## src/rtl/fb_pkg.sv

```systemverilog
// Shared definitions for the framebuffer rectangle-fill engine:
// frame geometry defaults, pixel width and the fill FSM state type.
package fb_pkg;

  localparam int FB_W_DEFAULT = 320;
  localparam int FB_H_DEFAULT = 240;
  localparam int FB_PIX_W     = 8;

  typedef enum logic [1:0] {
    IDLE,
    SETUP,
    FILL,
    DONE
  } fill_state_t;

endpackage

```

## src/rtl/fb_addr_gen.sv

```systemverilog
// Address walker for rectangle fills: owns the row base address and the column/row counters,
// producing the current VRAM write address and a flag on the final pixel of the rectangle.
module fb_addr_gen
  import fb_pkg::*;
#(
  parameter int ADDR_W = 17,
  parameter int FB_W   = FB_W_DEFAULT
) (
  input  logic              clk,
  input  logic              rst_n,
  input  logic              load,
  input  logic              step,
  input  logic [ADDR_W-1:0] base,
  input  logic [8:0]        x,
  input  logic [7:0]        y,
  input  logic [8:0]        w_eff,
  input  logic [7:0]        h_eff,
  output logic [ADDR_W-1:0] addr,
  output logic              last_pixel
);

  localparam logic [ADDR_W-1:0] PITCH = ADDR_W'(FB_W);

  logic [ADDR_W-1:0] row_addr;
  logic [8:0]        col;
  logic [7:0]        row;
  logic [ADDR_W-1:0] y_off;
  logic [ADDR_W-1:0] start_addr;
  logic              col_last;
  logic              row_last;

  // The row offset is formed one bit wider than the address, then wrapped like all other address math.
  assign y_off      = ADDR_W'((ADDR_W+1)'(y) * (ADDR_W+1)'(FB_W));
  assign start_addr = base + y_off + ADDR_W'(x);

  assign col_last   = (col == w_eff - 9'd1);
  assign row_last   = (row == h_eff - 8'd1);
  assign last_pixel = col_last && row_last;
  assign addr       = row_addr + ADDR_W'(col);

  always_ff @(posedge clk or negedge rst_n) begin
    if (!rst_n) begin
      row_addr <= '0;
      col      <= '0;
      row      <= '0;
    end else if (load) begin
      row_addr <= start_addr;
      col      <= '0;
      row      <= '0;
    end else if (step) begin
      if (col_last) begin
        col      <= '0;
        row_addr <= row_addr + PITCH;
        row      <= row + 8'd1;
      end else begin
        col      <= col + 9'd1;
      end
    end
  end

endmodule

```

## src/rtl/fb_rect_fill.sv

```systemverilog
// fb_rect_fill: writes solid-colour rectangles into framebuffer VRAM, one pixel per clock.
// Define FB_RECT_FILL_CLIP_EN to clip rectangles to the frame; otherwise out-of-frame commands are rejected with err.
module fb_rect_fill
  import fb_pkg::*;
#(
  parameter int ADDR_W = 17,
  parameter int FB_W   = FB_W_DEFAULT,
  parameter int FB_H   = FB_H_DEFAULT
) (
  input  logic                CLK,
  input  logic                RESETN,
  input  logic [ADDR_W-1:0]   BASE_ADDR,
  input  logic                cmd_valid,
  output logic                cmd_ready,
  input  logic [8:0]          cmd_x,
  input  logic [7:0]          cmd_y,
  input  logic [8:0]          cmd_w,
  input  logic [7:0]          cmd_h,
  input  logic [FB_PIX_W-1:0] cmd_color,
  output logic                wr_en,
  output logic [ADDR_W-1:0]   wr_addr,
  output logic [FB_PIX_W-1:0] wr_data,
  output logic                busy,
  output logic                done,
  output logic                err
);

  fill_state_t state, state_next;

  logic [ADDR_W-1:0]   base_q;
  logic [8:0]          x_q, w_q, w_eff, w_eff_q;
  logic [7:0]          y_q, h_q, h_eff, h_eff_q;
  logic [FB_PIX_W-1:0] color_q;
  logic                reject, reject_q;
  logic                zero_size;
  logic [ADDR_W-1:0]   gen_addr;
  logic                last_pixel;

`ifdef FB_RECT_FILL_CLIP_EN
  logic [8:0] x_room;
  logic [7:0] y_room;

  // Clip to the frame edge; an origin outside the frame collapses to a zero-size fill.
  always_comb begin
    x_room = 9'(FB_W) - x_q;
    y_room = 8'(FB_H) - y_q;
    reject = 1'b0;
    w_eff  = '0;
    h_eff  = '0;
    if (x_q < 9'(FB_W)) w_eff = (w_q < x_room) ? w_q : x_room;
    if (y_q < 8'(FB_H)) h_eff = (h_q < y_room) ? h_q : y_room;
  end
`else
  always_comb begin
    reject = (({1'b0, x_q} + {1'b0, w_q}) > 10'(FB_W)) ||
             (({1'b0, y_q} + {1'b0, h_q}) > 9'(FB_H));
    w_eff  = w_q;
    h_eff  = h_q;
  end
`endif

  assign zero_size = (w_eff == '0) || (h_eff == '0);

  always_ff @(posedge CLK or negedge RESETN) begin
    if (!RESETN) state <= IDLE;
    else         state <= state_next;
  end

  always_comb begin
    state_next = state;
    case (state)
      IDLE:    if (cmd_valid) state_next = SETUP;
      SETUP:   state_next = (reject || zero_size) ? DONE : FILL;
      FILL:    if (last_pixel) state_next = DONE;
      DONE:    state_next = IDLE;
      default: state_next = IDLE;
    endcase
  end

  // Command fields and BASE_ADDR are captured once at accept so later input changes cannot disturb a fill.
  always_ff @(posedge CLK or negedge RESETN) begin
    if (!RESETN) begin
      base_q   <= '0;
      x_q      <= '0;
      y_q      <= '0;
      w_q      <= '0;
      h_q      <= '0;
      color_q  <= '0;
      w_eff_q  <= '0;
      h_eff_q  <= '0;
      reject_q <= 1'b0;
    end else begin
      if (state == IDLE && cmd_valid) begin
        base_q  <= BASE_ADDR;
        x_q     <= cmd_x;
        y_q     <= cmd_y;
        w_q     <= cmd_w;
        h_q     <= cmd_h;
        color_q <= cmd_color;
      end
      if (state == SETUP) begin
        w_eff_q  <= w_eff;
        h_eff_q  <= h_eff;
        reject_q <= reject;
      end
    end
  end

  fb_addr_gen #(
    .ADDR_W (ADDR_W),
    .FB_W   (FB_W)
  ) u_addr_gen (
    .clk        (CLK),
    .rst_n      (RESETN),
    .load       (state == SETUP),
    .step       (state == FILL),
    .base       (base_q),
    .x          (x_q),
    .y          (y_q),
    .w_eff      (w_eff_q),
    .h_eff      (h_eff_q),
    .addr       (gen_addr),
    .last_pixel (last_pixel)
  );

  // Write port is driven straight from state so an asynchronous reset drops wr_en immediately.
  always_comb begin
    cmd_ready = (state == IDLE);
    wr_en     = (state == FILL);
    wr_addr   = (state == FILL) ? gen_addr : '0;
    wr_data   = (state == FILL) ? color_q : '0;
    busy      = (state != IDLE) || cmd_valid;
    done      = (state == DONE);
    err       = (state == DONE) && reject_q;
  end

endmodule

```

## config.mk

```make
export PLATFORM = sky130hd
export DESIGN_NAME = fb_rect_fill
export DESIGN_NICKNAME = d
export VERILOG_FILES = /design/src/rtl/fb_pkg.sv /design/src/rtl/fb_addr_gen.sv /design/src/rtl/fb_rect_fill.sv
export SDC_FILE = /design/constraint.sdc
export NUM_CORES = 1
export LEC_CHECK = 0
export CAP_MARGIN = 5
export CELL_PAD_IN_SITES_DETAIL_PLACEMENT = 2
export CELL_PAD_IN_SITES_GLOBAL_PLACEMENT = 2
export CORE_ASPECT_RATIO = 0.7
export CORE_MARGIN = 2
export CORE_UTILIZATION = 39
export DETAILED_ROUTE_END_ITERATION = 7
export PLACE_DENSITY_LB_ADDON = 0.25
export SYNTH_ARGS = -nofsm -noshare
export SYNTH_HDL_FRONTEND = slang
export SYNTH_SLANG_ARGS = --single-unit
```

## constraint.sdc

```tcl
create_clock -name CLK -period 11 [get_ports CLK]
set_input_delay 1.65 -clock CLK [delete_from_list [all_inputs] [get_ports CLK]]
set_output_delay 1.65 -clock CLK [all_outputs]
set_load 0.1 [all_outputs]
```

; After elaboration in Yosys (flattened, before gate mapping)
; Cells that the tools add are included.
[op_classes]
multipliers = 1
n_reduce_logical = 15
addsub = 10
n_eq_ne = 7
div_mod_pow = 0
magnitude_cmp = 2
n_mux = 15
bitwise = 0
shift = 0
[ops]
columns = operator, count
row1 = 17-bit two-way mux, 4
row2 = 17-bit by 9-bit adder with 17-bit output, 2
row3 = 8-bit two-way mux, 4
row4 = 9-bit two-way mux, 3
row5 = 17-bit adder, 1
row6 = "17-bit by 9-bit adder with 17-bit output, second input constant", 1
row7 = "8-bit by 3-bit multiplier with 11-bit output, second input constant", 1
row8 = 9-bit by 9-bit adder with 10-bit output, 1
row9 = "10-bit by 9-bit greater-than comparator with 1-bit output, second input constant", 1
row10 = 8-bit by 8-bit adder with 9-bit output, 1
row11 = "9-bit by 1-bit adder with 9-bit output, second input constant", 1
row12 = 9-bit == test, 1
row13 = "9-bit by 8-bit greater-than comparator with 1-bit output, second input constant", 1
row14 = 9-bit zero test, 1
row15 = "9-bit by 1-bit subtractor with 9-bit output, second input constant", 1
row16 = "8-bit by 1-bit adder with 8-bit output, second input constant", 1
row17 = 8-bit == test, 1
row18 = 8-bit zero test, 1
row19 = 2-bit one-hot mux with 4 select lines, 1
row20 = "8-bit by 1-bit subtractor with 8-bit output, second input constant", 1
row21 = 2-bit nonzero test, 3
row22 = "2-bit == test, second input constant", 2
row23 = 1-bit logical OR, 4
row24 = 2-bit two-way mux, 2
row25 = 7 further kinds, 10
[word_totals]
out_inout_bits = 30
reg_bits = 113
input_bits = 62
latchBits = 0
memories = 0
ramBits = 0
romBits = 0

; Logic depth before layout (Yosys ltp)
; Gate-level depths: netlist of the first run.
[logic_depth]
ltp_word = 6
ltp_mapped = 15
ltp_nobuf = 15

; Cells and area by module
; From an unflattened synthesis of the first run, not the netlist that was laid out.
[unflattened]
hier_cells = 779
area_unflattened_um2 = 7942.6
[by_module_without_submodules]
columns = module, cells_each, instances, area_per_inst_um2
row1 = fb_rect_fill, 336, 1, 4073.9
row2 = fb_addr_gen, 443, 1, 3868.7

; Worst setup path before layout of the first run
; OpenSTA, ideal clock, no wires.
[synth_timing]
kind = flip-flop to output port
startpoint = register u_addr_gen.col[1]
endpoint = output port wr_addr[7]
arrival_ps = 3823
path_buffers = 0
path_slack_ps = 5527
stages_incl_launch_ff = 8
path_cell_list = dfrtp_1 > ha_1 > a21o_1 > a21oi_1 > o21bai_1 > a2111o_1 > and3_1 > nor3_1
[synth_via]
elab_chain_cells = 2
[synth_rtl]
columns = item, line_no
row1 = from (decl), fb_addr_gen.sv:25  ; logic [8:0] col;
row2 = from (signal assigned), fb_addr_gen.sv:56  ; col <= col + 9'd1;
row3 = 17-bit by 9-bit adder with 17-bit output, fb_addr_gen.sv:39  ; assign addr = row_addr + ADDR_W'(col);
row4 = 17-bit two-way mux, fb_rect_fill.sv:130  ; wr_addr = (state == FILL) ? gen_addr : '0;
row5 = to (decl), fb_rect_fill.sv:21  ; output logic [ADDR_W-1:0] wr_addr,
; Every way passes these cells.

; Worst setup path in the final report of the first run
[layout_timing]
startpoint = register u_addr_gen.col[0]
endpoint = output port wr_addr[16]
; Same word-level chain as after synthesis.

==> impl_summary.txt, run 1 <==
----------------------------------------------------
[Critical path]
  Critical path data required time ... 9.35 ns
  Arrival time at the worst endpoint ... 4.31 ns
  Critical Path, Cell by Cell ... ha_1 -> fa_1 -> a21o_1 -> a21oi_1 -> o21ba_2 -> o21ai_0 -> a41oi_1 -> nor2_1 -> xnor2_1 -> nor2_1 -> clkdlybuf4s50_1
  Largest stage delay on the critical path ... 1.15 ns
  Kind of end point of the critical path ... output pin
  CP max stage cell ... sky130_fd_sc_hd__clkdlybuf4s50_1
  Sort of element at the start of the critical path ... flip-flop
  Most used cell, CP ... sky130_fd_sc_hd__nor2_1
  Worst Path Class, Setup ... reg2out
  Crit Path Max Fanout ... 5

[Timing]
  Max-slew headroom ... 32.3%
  Final Cycle Share ... 54.2%
  Final setup vio count ... 0
  Setup repair after global routing missed its margin ... no
  Final hold violations ... 0
  Setup total negative slack ... 0 ns
  Number of slew-limit violations in the final report ... 0
  Clock period minus final worst setup slack ... 5.96 ns
  Maximum clock rate ... 168 MHz
  Layout Skew ... 0.00984 ns
  Slew @ Worst Pin ... 1.02 ns

[Clock network]
  Inserted Clock Buffers ... 17
  Buffers from clock root to sink, at most ... 2
  Resized cells post-CTS ... 0
  Clock transition time at the flip-flop clock pins of the worst setup and hold paths ... 0.06 ns
  Root Buffer ... sky130_fd_sc_hd__clkbuf_16
  TritonCTS clock tree ... yes
  Number of H-tree levels ... 4
  Post-CTS Setup Bufs ... 0
  Clock sinks ... 113
  Worst skew pair latency ... 0.43 ns
  Hold buffer count at cts ... 0

[Placement]
  Total placed cells including tap cells ... 1119
  Placer congestion estimate ... 0.823
  Placed cell areas ... 9000 µm²
  Post-DP HPWL ... 19300 µm
  Input/output buffers ... 91

[Global routing]
  Global-route wire length before repair ... 42300 µm
  Number of antenna violations at the first check in global routing ... 0
  Via count of the first global-routing pass ... 7466
  Maximum number of pins on one net before global-route repair ... 78
  Total track usage ... 25.9%
  Total overflow reported by the global router ... 0

[Detailed routing]
  Routed length on met1 ... 12000 µm
  Number of vias per cell ... 5.73
  Antenna-violating nets left ... 0
  Count of TritonRoute iterations in the first routing pass ... 5
  Drt wl/cell ... 23.0 µm
  Met3 wirelength from detailed routing ... 1100 µm
  Count of vias placed by the detailed router ... 6603
  Highest routed metal layer ... met4
  Met2 wire length ... 12900 µm
  Total wirelength of the detailed-routed design ... 26500 µm
  Post-route DRC ... 0
  1st-iter DRT viols ... 317

[Die]
  Rows ... 43
  Effective utilization at floorplan ... 39.7%
  Die boundary width ... 173 µm
  Core area ... 19700 µm²
  I/O pin count ... 92
  Die Y-Extent ... 123 µm
  Die ar. ... 21300 µm²

[Final layout]
  FF+latch area ... 2830 µm²
  Number of nets in the final layout ... 1013
  Share of the core filled with cells ... 48.6%
  Final Instance Area ... 9600 µm²
  Layout filler cell count ... 2063
  Fin cells ... 1152
  Ratio of cells with drive above 1 in the final layout ... 14.3%
  Footprint of the multi-input gates ... 4770 µm²
  Synth-to-layout area growth ... 22.5%

[Synthesis]
  Post-Syn Area per Cell ... 10.0 µm²
  Area share of the largest cell type after synthesis ... 36.1%
  Area leader, netlist ... sky130_fd_sc_hd__dfrtp_1
  Asr flop ratio synth ... 100%
  Total number of yosys warnings ... 0
  Cell with the most instances after synthesis ... sky130_fd_sc_hd__dfrtp_1
  Total nets after synthesis ... 926
  Share of the yosys chip area belonging to registers ... 36.1%
  Synth Register Bits ... 113
  Distinct cell type count after synthesis ... 62
  Most used DFF post-synth ... sky130_fd_sc_hd__dfrtp_1
  EDFF count, synth ... 0
  Cell count after synthesis ... 781
  Top cell types by occurrence after synthesis ... sky130_fd_sc_hd__dfrtp_1 (113), sky130_fd_sc_hd__ha_1 (75), sky130_fd_sc_hd__mux2_2 (74), sky130_fd_sc_hd__a21oi_1 (48), sky130_fd_sc_hd__nand2_1 (45)
  Ranking of synthesized cells by area ... sky130_fd_sc_hd__dfrtp_1 (36%), sky130_fd_sc_hd__ha_1 (12%), sky130_fd_sc_hd__mux2_2 (11%), sky130_fd_sc_hd__xnor2_1 (4.4%), sky130_fd_sc_hd__xor2_1 (3.1%)
  Cell area after technology mapping ... 7840 µm²

[Job]
  Number of violations of the max-capacitance limit ... 0

[Worst hold path]
  Hold Crit Class ... reg2reg

[Status]
  Outcome ... complete, no violations

----------------------------------------------------
placed cells by master, fill, tap and decap left out, types with 5 or more instances in the layout:
cell / netlist / layout
sky130_fd_sc_hd__o21ai_1: 9 / 9
sky130_fd_sc_hd__or3_1: 8 / 8
sky130_fd_sc_hd__a21o_1: 12 / 12
sky130_fd_sc_hd__nor2_1: 42 / 42
sky130_fd_sc_hd__xnor2_1: 39 / 39
sky130_fd_sc_hd__nand2b_1: 5 / 5
sky130_fd_sc_hd__nand3_1: 17 / 17
sky130_fd_sc_hd__nand4_1: 11 / 11
sky130_fd_sc_hd__clkinvlp_4: 0 / 6
sky130_fd_sc_hd__a41oi_1: 5 / 5
sky130_fd_sc_hd__and2_1: 15 / 15
sky130_fd_sc_hd__and3_1: 9 / 9
sky130_fd_sc_hd__a31oi_1: 6 / 6
sky130_fd_sc_hd__nor4_1: 6 / 6
sky130_fd_sc_hd__o22ai_1: 7 / 7
sky130_fd_sc_hd__xor2_1: 28 / 28
sky130_fd_sc_hd__clkdlybuf4s50_1: 0 / 90
sky130_fd_sc_hd__mux2i_1: 8 / 8
sky130_fd_sc_hd__mux2_2: 74 / 74
sky130_fd_sc_hd__a211oi_1: 8 / 8
sky130_fd_sc_hd__fa_1: 8 / 8
sky130_fd_sc_hd__o21bai_1: 7 / 7
sky130_fd_sc_hd__clkbuf_16: 0 / 17
sky130_fd_sc_hd__ha_1: 75 / 75
sky130_fd_sc_hd__inv_1: 30 / 30
sky130_fd_sc_hd__dfrtp_1: 113 / 113
sky130_fd_sc_hd__nor3_1: 19 / 19
sky130_fd_sc_hd__nor2b_1: 8 / 8
sky130_fd_sc_hd__a21oi_1: 48 / 48
sky130_fd_sc_hd__o21ai_0: 34 / 34
sky130_fd_sc_hd__buf_4: 0 / 6
sky130_fd_sc_hd__nand2_1: 45 / 44
cells by family (layout without fill, tap and decap cells):
group	count (synthesis)	after routing	synth area share, %
other	0	1	0
buffers and inverters	59	159	3.11
and+or+nand+nor	203	203	13.4
adders and majority gates	83	83	14.0
AOI/OAI and AO/OA	174	174	14.2
xor gates and xnor gates	67	67	7.49
muxes	82	82	11.7
DFF	113	113	36.1
state kept, by name, indices dropped and copies added (netlist names):
name	flops
h_eff	8
u_addr_gen.row	8
u_addr_gen.col	9
state	2
reject_q	1
base_q	17
x_q	9
color_q	8
h_eff_q	8
w_eff	9
y_q	8
u_addr_gen.row_addr	17
w_eff_q	9
routing by layer:
| metal | vias to the layer above | GRT usage, % |
|---|---|---|
| li1 | 3016 | - |
| met1 | 3428 | 33.3 |
| met2 | 136 | 44.7 |
| met3 | 23 | 4.89 |
| met4 | 0 | 7.63 |
| met5 | - | 0 |
layout make-up:
type / instances / area share (%)
Timing Repair Buffer: 96 / 9.85
Inverter: 31 / 1.21
Tap cell: 270 / 3.52
Sequential cell: 113 / 29.4
Clock inverter: 13 / 1.69
Multi-Input combinational cell: 609 / 49.6
Clock buffer: 19 / 4.61
Antenna cell: 1 / 0.0261
worst max-delay path: cells and delay by family, from the launching register on:
family,cells,cell delay (ns)
AOI/OAI and AO/OA,5,1.25
buffers and inverters,1,1.15
adders and majority gates,2,0.69
DFF,1,0.45
and+or+nand+nor,2,0.22
xor gates and xnor gates,1,0.14
metrics by stage:
stage	setup WS [ns]	hold slack, ns
6_report	5.04	0.486
5_1_grt	4.76	0.504
4_1_cts	5.00	0.490
3_5_place_dp	5.47	0.477
3_3_place_gp	5.65	0.470
2_1_floorplan	5.53	0.457
worst paths after layout:
check / startpoint / to / slack [ns] / depth (start not counted)
worst min-delay path: u_addr_gen.row_addr[4]$_DFFE_PN0P_ / u_addr_gen.row_addr[4]$_DFFE_PN0P_ / 0.49 / 1
min in group asynchronous: RESETN / color_q[3]$_DFFE_PN0P_ / 1.20 / 1
worst max register to register: y_q[1]$_DFFE_PN0P_ / u_addr_gen.row_addr[15]$_DFFE_PN0P_ / 6.96 / 14
worst max-delay path: u_addr_gen.col[0]$_DFFE_PN0P_ / wr_addr[16] / 5.04 / 11
max in group asynchronous: RESETN / x_q[1]$_DFFE_PN0P_ / 8.39 / 2
worst min register to register: u_addr_gen.row_addr[4]$_DFFE_PN0P_ / u_addr_gen.row_addr[4]$_DFFE_PN0P_ / 0.49 / 1
Power of run 1 is left out: the tool's default activity adds up to more than one toggle a clock period on the data nets, which glitch-free logic cannot reach.
==> run 2: changes to the inputs <==
--- a/config.mk
+++ b/config.mk
@@ -10,7 +10,7 @@
 export CELL_PAD_IN_SITES_GLOBAL_PLACEMENT = 2
 export CORE_ASPECT_RATIO = 0.7
 export CORE_MARGIN = 2
-export CORE_UTILIZATION = 39
+export CORE_UTILIZATION = 33
 export DETAILED_ROUTE_END_ITERATION = 7
 export PLACE_DENSITY_LB_ADDON = 0.25
 export SYNTH_ARGS = -nofsm -noshare
==> constraint.sdc (replaced) <==
create_clock -name CLK -period 5.3 [get_ports CLK]
set_input_delay 0.795 -clock CLK [delete_from_list [all_inputs] [get_ports CLK]]
set_output_delay 0.795 -clock CLK [all_outputs]
set_load 0.1 [all_outputs]
==> impl_summary.txt, run 2 (synthesized netlist as in run 1, its figures left out) <==
----------------------------------------------------
[Detailed routing]
  Post-route DRC ... 0
  Count of vias placed by the detailed router ... 6393
  Number of vias per cell ... 5.34
  Total wirelength of the detailed-routed design ... 25600 µm
  1st-iter DRT viols ... 242
  Antenna-violating nets left ... 0
  Count of TritonRoute iterations in the first routing pass ... 4
  Drt wl/cell ... 21.4 µm

[Clock network]
  Number of H-tree levels ... 4
  Buffers from clock root to sink, at most ... 2
  Inserted Clock Buffers ... 17
  Resized cells post-CTS ... 0
  Root Buffer ... sky130_fd_sc_hd__clkbuf_16
  Hold buffer count at cts ... 0
  Clock sinks ... 113
  Post-CTS Setup Bufs ... 0
  Clock transition time at the flip-flop clock pins of the worst setup and hold paths ... 0.06 ns
  TritonCTS clock tree ... yes
  Worst skew pair latency ... 0.44 ns

[Critical path]
  Kind of end point of the critical path ... output pin
  Worst path buffer plus inverter count ... 1
  Arrival time at the worst endpoint ... 3.71 ns
  CP max stage cell ... sky130_fd_sc_hd__clkdlybuf4s50_1
  Worst Path Class, Setup ... reg2out
  Sort of element at the start of the critical path ... flip-flop
  Largest stage delay on the critical path ... 1.12 ns
  Critical R2R Launch ... y_q[1]$_DFFE_PN0P_
  Worst Reg-to-Reg Cells ... 15
  Critical Path, Cell by Cell ... ha_1 -> fa_1 -> a21o_1 -> a21oi_1 -> o21ba_2 -> o21bai_1 -> xor2_1 -> and2_1 -> clkdlybuf4s50_1
  Crit Reg-Reg Endpoint ... u_addr_gen.row_addr[16]$_DFFE_PN0P_
  Register-to-register setup slack ... 1.48 ns
  Crit Path Max Fanout ... 5
  Critical path data required time ... 4.51 ns
  Cell family with the largest share of critical-path delay ... buffers and inverters

[Final layout]
  Most frequent standard cell in the layout excluding fill and tap cells ... sky130_fd_sc_hd__dfrtp_1
  Ratio of cells with drive above 1 in the final layout ... 15.3%
  FF+latch area ... 2830 µm²
  Layout filler cell count ... 2449
  Antenna diode count ... 0
  Footprint of the multi-input gates ... 4770 µm²
  Fin cells ... 1198
  Largest registers in the final layout ... base_q (17), u_addr_gen.row_addr (17)
  Share of the core filled with cells ... 41.2%
  Synth-to-layout area growth ... 23.3%
  Number of nets in the final layout ... 1012
  Top library cells by usage in the layout, fill and taps aside ... sky130_fd_sc_hd__dfrtp_1 (113), sky130_fd_sc_hd__clkdlybuf4s50_1 (80), sky130_fd_sc_hd__mux2_2 (74), sky130_fd_sc_hd__ha_1 (74), sky130_fd_sc_hd__a21oi_1 (48)

[Global routing]
  Global-route wire length before repair ... 41000 µm
  Number of antenna violations at the first check in global routing ... 0
  Maximum number of pins on one net before global-route repair ... 73
  Via count of the first global-routing pass ... 7163
  Total overflow reported by the global router ... 0
  Total track usage ... 21.3%

[Die]
  Die ar. ... 25000 µm²
  Core area ... 23500 µm²
  Die Y-Extent ... 133 µm
  I/O pin count ... 92
  Die boundary width ... 188 µm
  Effective utilization at floorplan ... 33.4%
  Rows ... 47

[Timing]
  Maximum clock rate ... 222 MHz
  Setup total negative slack ... 0 ns
  Setup repair after global routing missed its margin ... no
  Final setup vio count ... 0
  Slew @ Worst Pin ... 1.03 ns
  Final Cycle Share ... 85.1%
  Layout Skew ... 0.00670 ns
  Number of slew-limit violations in the final report ... 0
  Max-slew headroom ... 31.3%
  Final hold violations ... 0
  Clock period minus final worst setup slack ... 4.51 ns

[Placement]
  Placer congestion estimate ... 0.802
  Total placed cells including tap cells ... 1166
  Post-DP HPWL ... 19400 µm
  Input/output buffers ... 91

[Worst hold path]
  Worst hold path endpoint ... color_q[7]$_DFFE_PN0P_
  Hold path cells ... 1
  Hold Crit Class ... reg2reg
  Origin of the worst min-delay path ... color_q[7]$_DFFE_PN0P_

[Status]
  Outcome ... complete, no violations

[Job]
  Number of violations of the max-capacitance limit ... 0

----------------------------------------------------
run 2: changes by cell type in the layout (fill, tap and decap cells not counted), sizes merged:
| cell | delta |
|---|---|
| clkbuf | +4 |
| diode | -1 |
| clkinvlp | -3 |
| clkdlybuf4s50 | -10 |
| bufinv | +1 |
| clkinv | -2 |
| buf | +9 |
run 2: worst reg2reg max path: cells and delay by family, from the launching register on:
family / cells / cell delay, ns
AOI/OAI and AO/OA: 7 / 1.26
xor gates and xnor gates: 2 / 0.32
adders and majority gates: 5 / 1.48
DFF: 1 / 0.47
and+or+nand+nor: 1 / 0.19
run 2: final cells by class:
cell class | count | area share, %
Clock buffer | 23 | 5.05
Timing Repair Buffer | 95 | 9.45
Sequential cell | 113 | 29.3
Multi-Input combinational cell | 609 | 49.4
Tap cell | 318 | 4.12
Clock inverter | 9 | 1.58
Inverter | 31 | 1.20
run 2: worst max-delay path by stage:
| stage | startpoint | end | slack, ns | depth (start not counted) |
|---|---|---|---|---|
| final | u_addr_gen.col[0]$_DFFE_PN0P_ | wr_addr[6] | 0.79 | 9 |
| after global routing | u_addr_gen.col[0]$_DFFE_PN0P_ | wr_addr[6] | 0.65 | 9 |
| after CTS | u_addr_gen.col[0]$_DFFE_PN0P_ | wr_addr[6] | 0.77 | 9 |
| after detailed placement | u_addr_gen.col[0]$_DFFE_PN0P_ | wr_addr[6] | 1.25 | 9 |
| after global placement | u_addr_gen.col[0]$_DFFE_PN0P_ | wr_addr[6] | 1.34 | 9 |
| after floorplan | u_addr_gen.col[1]$_DFFE_PN0P_ | wr_addr[7] | 0.68 | 7 |
run 2: layer usage:
metal / global-route usage (%) / vias up / wire, µm
li1: - / 3024 / -
met1: 28.6 / 3247 / 11900
met2: 34.9 / 101 / 12200
met3: 4.83 / 21 / 1250
met4: 5.34 / 0 / 302
met5: 0 / - / 0
run 2: stage by stage:
step / instance area [µm²] / setup WS [ns] / hold slack (ns)
6_report: 9670 / 0.790 / 0.508
5_1_grt: 9670 / 0.651 / 0.533
2_1_floorplan: 7840 / 0.682 / 0.457
3_5_place_dp: 9030 / 1.25 / 0.498
3_3_place_gp: 9030 / 1.34 / 0.480
4_1_cts: 9670 / 0.772 / 0.511
Power of run 2 is left out for the same reason.
==> run 3: changes to the inputs <==
--- a/config.mk
+++ b/config.mk
@@ -12,6 +12,7 @@
 export CORE_MARGIN = 2
 export CORE_UTILIZATION = 33
 export DETAILED_ROUTE_END_ITERATION = 7
+export HOLD_SLACK_MARGIN = 0.1
 export PLACE_DENSITY_LB_ADDON = 0.25
 export SYNTH_ARGS = -nofsm -noshare
 export SYNTH_HDL_FRONTEND = slang
==> constraint.sdc (replaced) <==
create_clock -name CLK -period 5.3 [get_ports CLK]
set_input_delay 0.795 -clock CLK [delete_from_list [all_inputs] [get_ports CLK]]
set_output_delay 0.795 -clock CLK [all_outputs]
set_load 0.05 [all_outputs]
==> impl_summary.txt, run 3 (synthesized netlist as in run 1, its figures left out) <==
----------------------------------------------------
[Detailed routing]
  Drt wl/cell ... 21.1 µm
  Count of TritonRoute iterations in the first routing pass ... 4
  Post-route DRC ... 0
  Count of vias placed by the detailed router ... 6429
  Number of vias per cell ... 5.38
  Antenna-violating nets left ... 0
  Total wirelength of the detailed-routed design ... 25300 µm
  1st-iter DRT viols ... 318

[Status]
  Outcome ... complete, no violations

[Final layout]
  Final Instance Area ... 9620 µm²
  Ratio of cells with drive above 1 in the final layout ... 13.9%
  Fin cells ... 1196
  Top library cells by usage in the layout, fill and taps aside ... sky130_fd_sc_hd__dfrtp_1 (113), sky130_fd_sc_hd__clkdlybuf4s50_1 (90), sky130_fd_sc_hd__mux2_2 (74), sky130_fd_sc_hd__ha_1 (74), sky130_fd_sc_hd__a21oi_1 (48)
  Largest registers in the final layout ... base_q (17), u_addr_gen.row_addr (17)
  Most frequent standard cell in the layout excluding fill and tap cells ... sky130_fd_sc_hd__dfrtp_1
  Layout filler cell count ... 2491
  Synth-to-layout area growth ... 22.8%
  Number of nets in the final layout ... 1012
  Antenna diode count ... 0

[Critical path]
  Sort of element at the start of the critical path ... flip-flop
  Crit Reg-Reg Endpoint ... u_addr_gen.row_addr[15]$_DFFE_PN0P_
  Critical path data required time ... 4.51 ns
  Critical R2R Launch ... y_q[1]$_DFFE_PN0P_
  Arrival time at the worst endpoint ... 3.95 ns
  Worst Path Class, Setup ... reg2out
  Critical Path, Cell by Cell ... ha_1 -> fa_1 -> a21o_1 -> a21oi_1 -> o21ba_2 -> o21ai_0 -> a41oi_1 -> nor2_1 -> xnor2_1 -> nor2_1 -> clkdlybuf4s50_1
  Cell family with the largest share of critical-path delay ... compound AO/OA/AOI/OAI gates
  Kind of end point of the critical path ... output pin
  Worst path buffer plus inverter count ... 1
  Register-to-register setup slack ... 1.33 ns
  Largest stage delay on the critical path ... 0.81 ns
  CP max stage cell ... sky130_fd_sc_hd__clkdlybuf4s50_1
  Worst Reg-to-Reg Cells ... 14
  Crit Path Max Fanout ... 5
  Most used cell, CP ... sky130_fd_sc_hd__nor2_1
  Number of logic stages on the critical path including buffering ... 11

[Clock network]
  Buffers from clock root to sink, at most ... 2
  Hold buffer count at cts ... 0
  Number of H-tree levels ... 4
  Post-CTS Setup Bufs ... 0
  TritonCTS clock tree ... yes
  Inserted Clock Buffers ... 17
  Clock transition time at the flip-flop clock pins of the worst setup and hold paths ... 0.06 ns
  Worst skew pair latency ... 0.44 ns
  Clock sinks ... 113
  Root Buffer ... sky130_fd_sc_hd__clkbuf_16
  Resized cells post-CTS ... 0

[Global routing]
  Global Route met2 Usage ... 34.8%
  Number of antenna violations at the first check in global routing ... 0
  Global-route wire length before repair ... 41000 µm
  Via count of the first global-routing pass ... 7240
  Busiest layer in global routing ... met2
  Maximum number of pins on one net before global-route repair ... 71
  Total track usage ... 21.2%
  Total overflow reported by the global router ... 0
  Met1 track utilization from global routing ... 28.8%
  Met3 global-route usage ... 3.74%

[Timing]
  Layout Skew ... 0.0142 ns
  Final hold violations ... 0
  Slew @ Worst Pin ... 0.912 ns
  Max-slew headroom ... 38.4%
  Maximum clock rate ... 211 MHz
  Setup repair after global routing missed its margin ... no
  Setup total negative slack ... 0 ns
  Clock period minus final worst setup slack ... 4.75 ns
  Number of slew-limit violations in the final report ... 0
  Final Cycle Share ... 89.5%
  Final setup vio count ... 0

[Placement]
  Placed cell areas ... 9050 µm²
  Placer congestion estimate ... 0.798
  Post-DP HPWL ... 19200 µm
  Total placed cells including tap cells ... 1166
  Input/output buffers ... 91

[Die]
  Die ar. ... 25000 µm²
  Rows ... 47
  I/O pin count ... 92
  Effective utilization at floorplan ... 33.4%
  Die boundary width ... 188 µm
  Die Y-Extent ... 133 µm
  Core area ... 23500 µm²

[Job]
  Number of violations of the max-capacitance limit ... 0

[Worst hold path]
  Hold Crit Class ... in2async

----------------------------------------------------
## run 3: cell count changes in the layout (fill, tap and decap cells not counted), sizes merged
| cell | change |
|---|---|
| buf | -10 |
| bufinv | -2 |
| clkbuf | +1 |
| clkdlybuf4s50 | +10 |
| clkinv | +2 |
| clkinvlp | -3 |
## run 3: metal layers
layer / vias to the layer above / share of wire, %
met1: 3298 / 47
met4: 0 / 1.1
li1: 3012 / -
met3: 20 / 4.2
met2: 99 / 48
met5: - / 0
## run 3: layout make-up
type                            instances  area, µm²  area share (%)
Multi-Input combinational cell        609       4770            49.6
Sequential cell                       113       2830            29.4
Timing Repair Buffer                   95        938            9.75
Clock buffer                           24        492            5.11
Tap cell                              318        398            4.13
Inverter                               31        116            1.21
Clock inverter                          6       80.1           0.832
## run 3: worst max-delay path by stage
| stage | from | end | slack, ns |
|---|---|---|---|
| 6_report | u_addr_gen.col[0]$_DFFE_PN0P_ | wr_addr[12] | 0.55 |
| 5_1_grt | u_addr_gen.col[1]$_DFFE_PN0P_ | wr_addr[13] | 0.25 |
| 4_1_cts | u_addr_gen.col[0]$_DFFE_PN0P_ | wr_addr[12] | 0.51 |
| 3_5_place_dp | u_addr_gen.col[0]$_DFFE_PN0P_ | wr_addr[12] | 0.96 |
| 3_3_place_gp | u_addr_gen.col[0]$_DFFE_PN0P_ | wr_addr[16] | 1.08 |
| 2_1_floorplan | u_addr_gen.col[0]$_DFFE_PN0P_ | wr_addr[14] | 1.63 |
## run 3: worst register-to-register path, delay by kind of cell (launching register included)
family | cells | cell delay, ns
xor gates and xnor gates | 2 | 0.38
DFF | 1 | 0.49
and+or+nand+nor | 1 | 0.21
adders and majority gates | 5 | 1.65
AOI/OAI and AO/OA | 6 | 1.17
## run 3: metrics by stage
| step | util (%) | hold slack [ns] | setup slack [ns] |
|---|---|---|---|
| 2_1_floorplan | - | 0.457 | 1.63 |
| 3_3_place_gp | 38.6 | 0.472 | 1.08 |
| 3_5_place_dp | 38.6 | 0.477 | 0.964 |
| 4_1_cts | 41.0 | 0.489 | 0.507 |
| 5_1_grt | 41.0 | 0.503 | 0.247 |
| 6_report | 41.0 | 0.487 | 0.555 |
Power of run 3 is left out for the same reason.
